**config.mk**
```make
export PLATFORM = sky130hd
export DESIGN_NAME = gray_ptr_sync
export DESIGN_NICKNAME = d
export VERILOG_FILES = /design/src/rtl/gray_ptr_sync.sv
export SDC_FILE = /design/constraint.sdc
export NUM_CORES = 1
export LEC_CHECK = 0
export ABC_AREA = 1
export BUFFER_PORTS_ARGS = -buffer_cell sky130_fd_sc_hd__buf_2
export CORE_MARGIN = 2
export CORE_UTILIZATION = 40
export DETAILED_ROUTE_END_ITERATION = 10
export GPL_TIMING_DRIVEN = 0
export PLACE_DENSITY_LB_ADDON = 0.12
export REMOVE_ABC_BUFFERS = 1
export SETUP_SLACK_MARGIN = 0.05
export SYNTH_ARGS = -nofsm -noshare
export SYNTH_HDL_FRONTEND = slang
export SYNTH_SLANG_ARGS = --single-unit
```
**constraint.sdc**
```tcl
create_clock -name Clk_I -period 1.67 [get_ports Clk_I]
set_input_delay 0.167 -clock Clk_I [delete_from_list [all_inputs] [get_ports Clk_I]]
set_output_delay 0.167 -clock Clk_I [all_outputs]
set_load 0.05 [all_outputs]
```
**src/rtl/gray_ptr_sync.sv**
```systemverilog
// Receives a Gray-coded pointer from another clock domain, resynchronises it and decodes it to binary.
// Flags each accepted change with a one-cycle strobe and step size. Multi-bit jumps set a sticky error.
module gray_ptr_sync #(
  parameter int WIDTH       = 4,
  parameter int SYNC_STAGES = 2
) (
  input  logic             Clk_I,
  input  logic             Rst_I,
  input  logic [WIDTH-1:0] Gray_I,
  input  logic             Clr_I,
  output logic [WIDTH-1:0] Gray_O,
  output logic [WIDTH-1:0] Bin_O,
  output logic             Valid_O,
  output logic [WIDTH-1:0] Delta_O,
  output logic             Err_O,
  output logic             Ready_O
);

  localparam int CW = $clog2(SYNC_STAGES + 1);

  typedef enum logic [1:0] {PRIME, LOAD, TRACK} state_t;

  state_t           r_state, w_state_nxt;
  logic [CW-1:0]    r_cnt, w_cnt_nxt;
  logic [WIDTH-1:0] r_sync [SYNC_STAGES];
  logic [WIDTH-1:0] r_gray, r_bin, r_delta;
  logic             r_valid, r_err, r_ready;
  logic [WIDTH-1:0] w_gray_nxt, w_bin_nxt, w_delta_nxt;
  logic             w_valid_nxt, w_err_nxt;
  logic [WIDTH-1:0] w_s, w_bin, w_diff;
  logic             w_multi;

  // Plain flop chain; nothing may sit between stages.
  always_ff @(posedge Clk_I or posedge Rst_I) begin
    if (Rst_I) begin
      for (int k = 0; k < SYNC_STAGES; k++) r_sync[k] <= '0;
    end else begin
      r_sync[0] <= Gray_I;
      for (int k = 1; k < SYNC_STAGES; k++) r_sync[k] <= r_sync[k-1];
    end
  end

  assign w_s    = r_sync[SYNC_STAGES-1];
  assign w_diff = w_s ^ r_gray;
  // More than one bit set iff clearing the lowest set bit leaves something.
  assign w_multi = (w_diff & (w_diff - WIDTH'(1))) != '0;

  always_comb begin
    w_bin = '0;
    for (int i = 0; i < WIDTH; i++) w_bin[i] = ^(w_s >> i);
  end

  always_comb begin
    w_state_nxt = r_state;
    w_cnt_nxt   = r_cnt;
    w_gray_nxt  = r_gray;
    w_bin_nxt   = r_bin;
    w_delta_nxt = r_delta;
    w_valid_nxt = 1'b0;
    w_err_nxt   = r_err & ~Clr_I;
    case (r_state)
      PRIME: begin
        if (r_cnt == CW'(SYNC_STAGES - 1)) begin
          w_state_nxt = LOAD;
          w_cnt_nxt   = '0;
        end else begin
          w_cnt_nxt = r_cnt + CW'(1);
        end
      end
      LOAD: begin
        w_gray_nxt  = w_s;
        w_bin_nxt   = w_bin;
        w_state_nxt = TRACK;
      end
      TRACK: begin
        if (w_diff != '0) begin
          w_gray_nxt  = w_s;
          w_bin_nxt   = w_bin;
          w_delta_nxt = w_bin - r_bin;
          w_valid_nxt = 1'b1;
          if (w_multi) w_err_nxt = 1'b1;
        end
      end
      default: w_state_nxt = PRIME;
    endcase
  end

  always_ff @(posedge Clk_I or posedge Rst_I) begin
    if (Rst_I) begin
      r_state <= PRIME;
      r_cnt   <= '0;
      r_gray  <= '0;
      r_bin   <= '0;
      r_delta <= '0;
      r_valid <= 1'b0;
      r_err   <= 1'b0;
      r_ready <= 1'b0;
    end else begin
      r_state <= w_state_nxt;
      r_cnt   <= w_cnt_nxt;
      r_gray  <= w_gray_nxt;
      r_bin   <= w_bin_nxt;
      r_delta <= w_delta_nxt;
      r_valid <= w_valid_nxt;
      r_err   <= w_err_nxt;
      r_ready <= (r_state == TRACK);
    end
  end

  assign Gray_O  = r_gray;
  assign Bin_O   = r_bin;
  assign Delta_O = r_delta;
  assign Valid_O = r_valid;
  assign Err_O   = r_err;
  assign Ready_O = r_ready;

endmodule

```
### Word-level counts from Yosys, hierarchy flattened

Index checks and enable logic that the tools add are counted.

* flip-flop bits (word level): 27
* input port bits: 7
* output and inout port bits: 15
* logic and storage cells: 46

* add/subtract/negate cells: 3
* eq/ne operators: 5
* multiplexer cells: 12
* bitwise gates (word level): 5
* reductions and logical operators: 11

Operators with widths (count)
* $pmux W4 S2: 2
* $reduce_xor A4 Y1: 4
* $mux W4: 2
* $reduce_bool A4 Y1: 2
* $pmux W2 S3: 1
* $reduce_and A2 Y1: 3
* $mux W1: 5
* $and A4 B4 Y4: 1
* $eq A2 B1 Y1 const B: 2
* $mux W2: 2
* $ne A2 B2 Y1 const B: 2
* $sub A4 B1 Y4 const B: 1
* $sub A4 B4 Y4: 1
* $xor A4 B4 Y4: 1
* $add A2 B1 Y2 const B: 1
* $eq A2 B2 Y1 const B: 1
* $logic_not A2 Y1: 1
* $not A1 Y1: 2
* $reduce_bool A2 Y1: 1
* $and A1 B1 Y1: 1

### Logic depth before layout (Yosys ltp)

Gate-level depths: netlist (run 1).

* depth in word-level cells: 7
* gate-level depth with buffers: 9
* depth with buffers taken out: 9

### Worst setup path after synthesis (run 1)

Ideal clock, no wire load.

* path kind: reg-to-reg
* start point: register r_sync, in the netlist w_s[3]
* end point: register r_delta[2] (netlist: Delta_O[2])
* library setup time: 0.083 ns
* data arrival time: 1.756 ns
* required time: 1.587 ns
* setup slack: -0.169 ns
* cell stages (with the launch flop): 8
* buffers on the path: 0
* period minus slack after synthesis: 1.839 ns
* path through: dfrtp_1 > xor2_2 > xnor2_1 > inv_1 > ha_1 > fa_1 > xor2_1 > o21ai_0

* elaborated cells on any way between the ends: 7
* those cells by class: 1 x add/sub; 1 x bitwise; 5 x reduce/logical

RTL lines
* start, declared: line 25 `logic [WIDTH-1:0] r_sync [SYNC_STAGES];`
* $reduce_xor A4 Y1: line 50 `for (int i = 0; i < WIDTH; i++) w_bin[i] = ^(w_s >> i);`
* via w_bin[2]: line 30 `logic [WIDTH-1:0] w_s, w_bin, w_diff;`
* $sub A4 B4 Y4: line 79 `w_delta_nxt = w_bin - r_bin;`
* end signal, assigned: line 103 `r_delta <= w_delta_nxt;`
* end, declared: line 26 `logic [WIDTH-1:0] r_gray, r_bin, r_delta;`

The timed path passes the listed nets, and every way through them passes these cells.
A chain may end at the register's enable or synchronous reset.

### Worst setup path in the final report (run 1)

* start point: register r_sync, in the netlist w_s[2]
* end point: register r_delta[1] (netlist: Delta_O[1])

* longest elaborated chain between the ends: 3
* elaborated cells on any way between the ends: 6
* those cells by class: 1 x add/sub; 1 x bitwise; 4 x reduce/logical

RTL lines
* branches (longest 3 deep; another with $sub A4 B4 Y4)

Several ways; the timed one is not identified.

==> results of run 1 <==
## registers in the layout, indices dropped and copies added, names as in the netlist
| signal | count |
|---|---|
| Err_O | 1 |
| r_state | 2 |
| Ready_O | 1 |
| Delta_O | 4 |
| Gray_O | 4 |
| Bin_O | 3 |
| r_cnt | 2 |
| Valid_O | 1 |
| r_sync | 4 |
| w_s | 4 |
## power by group through the flow
stage	Clock [mW]	Sequential [mW]	Combinational (mW)
2_1_floorplan	0	1.06	0.178
3_3_place_gp	0	0.779	0.583
3_5_place_dp	0	0.783	0.590
4_1_cts	0.333	0.769	0.630
5_1_grt	0.355	0.781	0.688
6_report	0.318	0.766	0.632
## cells in the final DEF (no fill, tap or decap), drive strengths merged
| master | count |
|---|---|
| nand2 | 39 |
| dfrtp | 26 |
| buf | 25 |
| inv | 17 |
| nand3 | 7 |
| nor2 | 6 |
| dlygate4sd3 | 5 |
| xor2 | 5 |
| o21ai | 4 |
| clkbuf | 4 |
| ha | 3 |
| xnor2 | 2 |
| a21oi | 2 |
| o22ai | 1 |
| nand3b | 1 |
| and3 | 1 |
| fa | 1 |
## per-layer routing
layer	wire length (um)	vias to the layer above	track usage
met2	980	14	0.2224
met3	73	2	0.02041
li1	-	417	-
met4	15	0	0.06977
met5	0	-	0
met1	885	392	0.1691
## what timing repair did
action | CTS | global route
endpoints found under the hold margin | 5 | 0
setup endpoints to repair | 3 | 3
hold buffers | 5 | 0
resized for setup | 7 | 1
setup buffers | 4 | 0
pin swaps | 3 | 1
## worst max-delay path, delay by kind of cell, from the launching register on
family,cells,cell delay [ps]
AOI/OAI and AO/OA,1,60
xor gates and xnor gates,2,400
adders and majority gates,2,710
buffers and inverters,1,70
DFF,1,440
## through the flow
step           setup WS (ps)  utilization
4_1_cts               -118.6       0.5158
6_report              -92.93       0.5204
5_1_grt               -201.3       0.5204
3_3_place_gp          -277.1       0.4659
2_1_floorplan         -168.6            -
3_5_place_dp          -301.7       0.4659
## final cells by class
type | instances | area (sq um) | share of cell area
Sequential cell | 26 | 650.6 | 0.4573
Multi-Input combinational cell | 72 | 444.2 | 0.3122
Timing Repair Buffer | 30 | 188.9 | 0.1328
Inverter | 17 | 63.81 | 0.04486
Tap cell | 31 | 38.79 | 0.02726
Clock buffer | 4 | 36.28 | 0.02551
## worst max-delay path by stage
stage	slack [ps]	cells past startpoint	end	startpoint
final	-90	6	Delta_O[1]	w_s[2]
after floorplan	-170	7	Delta_O[2]	w_s[3]
after global routing	-200	7	Delta_O[2]	w_s[2]
after CTS	-120	6	Delta_O[1]	w_s[2]
after global placement	-280	7	Delta_O[2]	w_s[3]
after detailed placement	-300	7	Delta_O[2]	w_s[3]
## cell families (layout without fill, tap and decap cells)
group / after synthesis / in the layout / synth area share
simple gates: 54 / 54 / 0.2135
flops: 26 / 26 / 0.5664
buf+inv: 19 / 51 / 0.07190
compound gates: 7 / 7 / 0.03159
xor+xnor: 7 / 7 / 0.06645
fa+ha+maj: 4 / 4 / 0.05011
==> flow_summary.ini, run 1 <==
[min_path]
min_path_type = input port to async pin

[power_and_ir_drop]
p_seq_frac = 0.446
p_leak_nw = 0.7524
sw_frac_of_total = 0.4036
p_switching_mw = 0.6930
max-vdd-ir-drop_mv = 0.7571
power_mw = 1.717
p_int_mw = 1.024
pwr-share-comb = 0.368
p_per_area_nw_per_um2 = 1207
power_frac_clock = 0.185

[route]
wire_per_inst_um = 10.86
ant_nets = 0
drc = 0
drtIter0Drc = 18
via_count = 825
dr.pass1.iters = 4
wirelength_um = 1955
avgViaCountPerCell = 4.583

[cells_and_area]
fin_cells = 180
synthToLayoutAreaGrowth_pct = 23.86
drive_above_1_share = 0.2886
nets = 161
fin_area_sq_um = 1423
fill_cells = 256
insertedDiodeCount = 0

[clock_tree]
clk_pin_slew_ps = 140
cts_max_path_buffers = 2
clock_latency_ps = 320
cts_tree = built
cts.sinks = 26
ctsRootBufferMaster = clkbuf_4
cts_htree_levels = 1
cts_made_buffers = 3

[worst_setup_path]
required_ps = 1890
r2r_setup_slack_ps = -90
critPathArrivalTime_ps = 1990
crit-reg2reg-launch = w_s[2]
worst-setup-path-type = register to register
reg2regPathDepth = 6
r2r-end = Delta_O[1]
worstPathMaxFanout = 2
path_cells = xor2_2 > xnor2_1 > inv_1 > ha_2 > fa_2 > o21ai_1
end_kind = register
cp-start-kind = register
critPathSlowestCell = fa_2
critical_path.max_stage_delay_ps = 520

[sta]
relSlewSlack = 0.3707
worst_slew_pin_slew_ps = 943.0
whs_ps = 31.21
finalSetupViolations = 3
fmax_mhz = 567.2
hold_viol_final = 0
final.setup.tns_ps = -263.8
fin_crit_ps = 1763
slew_violations = 0
fin_crit_sh = 1.056
fin_ws_ps = -92.93
rsz0062_at_grt = yes
skew_ps = 3.578

[logic_synthesis]
synth_seq_area_share = 0.5664
synth.area.top_cells = dfrtp_1 (57%), nand2_1 (11%), inv_1 (4.9%)
netlist_area_sq_um = 1149
async_flop_share = 1.000
synth_top_area_share = 0.5664
synth_cell_types = 21
yosysWarnings = 0
yosysMostFrequentCell = nand2_1
synth_edf_count = 0
avgSynthCellArea_sq_um = 9.817
syn_inst = 117
synthTopCellsByCount = nand2_1 (34), dfrtp_1 (26), inv_1 (15)
ys.flop_type = dfrtp_1
yosysTopAreaCell = dfrtp_1
ys_ff_latch = 26

[global_route]
grt_first_pass_wirelength_um = 3456
antenna_found_initial = 0
globalRouteOverflowTotal = 0
gr-usage-all-layers = 0.1342
grt_max_degree = 27
grt_pass1_vias = 840

[floorplan]
die_width_um = 57.59
initial_core_util = 0.4201
dieArea_sq_um = 3316
die_h_um = 57.59
core_sq_um = 2734
rows = 19
io_pins = 22

[status]
run_status = complete, but fails checks
violations = negative setup slack

[placed_design]
dp.cells = 167
gp_congestion = 0.7531
dp_hpwl_um = 1353
portBuffers = 21
place_area_sq_um = 1274

[run]
cap_violations = 0
(Power assumes the default switching activity.)
==> run 2, diff against run 1 <==
- BUFFER_PORTS_ARGS: -buffer_cell sky130_fd_sc_hd__buf_2 -> -buffer_cell sky130_fd_sc_hd__buf_4
==> flow_summary.ini, run 2 (synthesis gave the netlist of run 1 again) <==
[min_path]
min_path_type = input port to async pin

[worst_setup_path]
critPathArrivalTime_ps = 2090
end_kind = register
crit_buf_inv = 1
path_cells = xor2_2 > xnor2_1 > inv_1 > ha_2 > fa_2 > xor2_1 > o21ai_1
critPathSlowestCell = dfrtp_1
worst-setup-path-type = register to register
r2r-end = Delta_O[2]
cp-start-kind = register
critical_path.top_delay_family = XOR/XNOR gates
crit-reg2reg-launch = w_s[3]
r2r_setup_slack_ps = -160
critical_path.max_stage_delay_ps = 450
required_ps = 1930
reg2regPathDepth = 7
worstPathMaxFanout = 4
worst-path-stages = 7

[route]
drc = 0
wirelength_um = 2037
drtIter0Drc = 6
dr.pass1.iters = 3
via_count = 838
ant_nets = 0
wire_per_inst_um = 11.19
avgViaCountPerCell = 4.604

[floorplan]
initial_core_util = 0.4201
die_width_um = 57.59
core_sq_um = 2734
dieArea_sq_um = 3316
die_h_um = 57.59
io_pins = 22
rows = 19

[clock_tree]
cts_max_path_buffers = 2
clock_latency_ps = 320
cts.sinks = 26
cts_made_buffers = 3
cts_tree = built
cts_htree_levels = 1
ctsRootBufferMaster = clkbuf_4
clk_pin_slew_ps = 140

[global_route]
globalRouteOverflowTotal = 0
antenna_found_initial = 0
gr-usage-all-layers = 0.1380
grt_first_pass_wirelength_um = 3450
grt_max_degree = 27
grt_pass1_vias = 833

[placed_design]
gp_congestion = 0.7454
place_area_sq_um = 1326
portBuffers = 21
dp_slack_ps = -272.1
dp_hpwl_um = 1342

[sta]
fin_crit_sh = 1.095
skew_ps = 4.801
fin_crit_ps = 1829
slew_violations = 0
whs_ps = 45.47
hold_viol_final = 0
fmax_mhz = 546.9
fin_ws_ps = -158.5
relSlewSlack = 0.3707
worst_slew_pin_slew_ps = 943.0
finalSetupViolations = 3
rsz0062_at_grt = yes

[cells_and_area]
fin_area_sq_um = 1510
fill_cells = 241
seq_area_sq_um = 650.6
drive_above_1_share = 0.3113
nets = 163
synthToLayoutAreaGrowth_pct = 31.48
insertedDiodeCount = 0
layout_common_cells = nand2_1 (34), dfrtp_1 (26), buf_4 (26)
multi_input_area_sq_um = 464.2
final_common_cell = nand2_1

[run]
cap_violations = 0

[power_and_ir_drop]
p_per_area_nw_per_um2 = 1196
p_leak_nw = 0.7898
max-vdd-ir-drop_mv = 0.8290

[status]
violations = negative setup slack
run_status = complete, but fails checks
==> run 2: how the worst max path moves through the flow <==
stage                start    endpoint  slack [ps]
floorplan           w_s[3]  Delta_O[2]        -170
global route        w_s[3]  Delta_O[2]        -250
finish              w_s[3]  Delta_O[2]        -160
detailed placement  w_s[3]  Delta_O[2]        -270
CTS                 w_s[2]  Delta_O[2]        -120
global placement    w_s[3]  Delta_O[2]        -280
==> run 2: timing repair <==
| item | 4_1_cts | 5_1_grt |
|---|---|---|
| hold endpoints to repair | 4 | 1 |
| pin swaps | 7 | 3 |
| endpoints found under the setup margin | 3 | 9 |
| gates resized for setup | 9 | 2 |
| hold buffers | 4 | 1 |
| setup buffers | 6 | 0 |
==> run 2: metal layers <==
| layer | routed length (um) | track usage | part of all wire | up-vias |
|---|---|---|---|---|
| met5 | 0 | 0 | 0 | - |
| met4 | 15 | 0.06977 | 0.0074 | 0 |
| met3 | 84 | 0.02268 | 0.041 | 2 |
| met2 | 1067 | 0.2419 | 0.52 | 16 |
| met1 | 870 | 0.1615 | 0.43 | 401 |
| li1 | - | - | - | 419 |
==> run 2: stage by stage <==
step	std cells	power, mW	util	setup TNS, ps
6_report	182	1.807	0.5524	-453.4
5_1_grt	182	1.904	0.5524	-695.7
4_1_cts	181	1.807	0.5442	-339.8
3_5_place_dp	167	1.429	0.4851	-596.5
3_3_place_gp	167	1.417	0.4851	-563.1
2_1_floorplan	115	1.241	-	-1412
==> run 2: report_power, final <==
| part | internal (mW) | total, mW | switching (mW) |
|---|---|---|---|
| registers | 0.715 | 0.776 | 0.0605 |
| clock network | 0.133 | 0.316 | 0.183 |
| logic | 0.244 | 0.715 | 0.470 |
| total | 1.09 | 1.81 | 0.714 |
==> run 2: cell type report <==
| cell class | count | area share |
|---|---|---|
| tap | 31 | 0.02568 |
| timing repair buffer | 32 | 0.1698 |
| sequential | 26 | 0.4308 |
| clock buffer | 4 | 0.02403 |
| multi-input combinational | 72 | 0.3074 |
| inverter | 17 | 0.04225 |
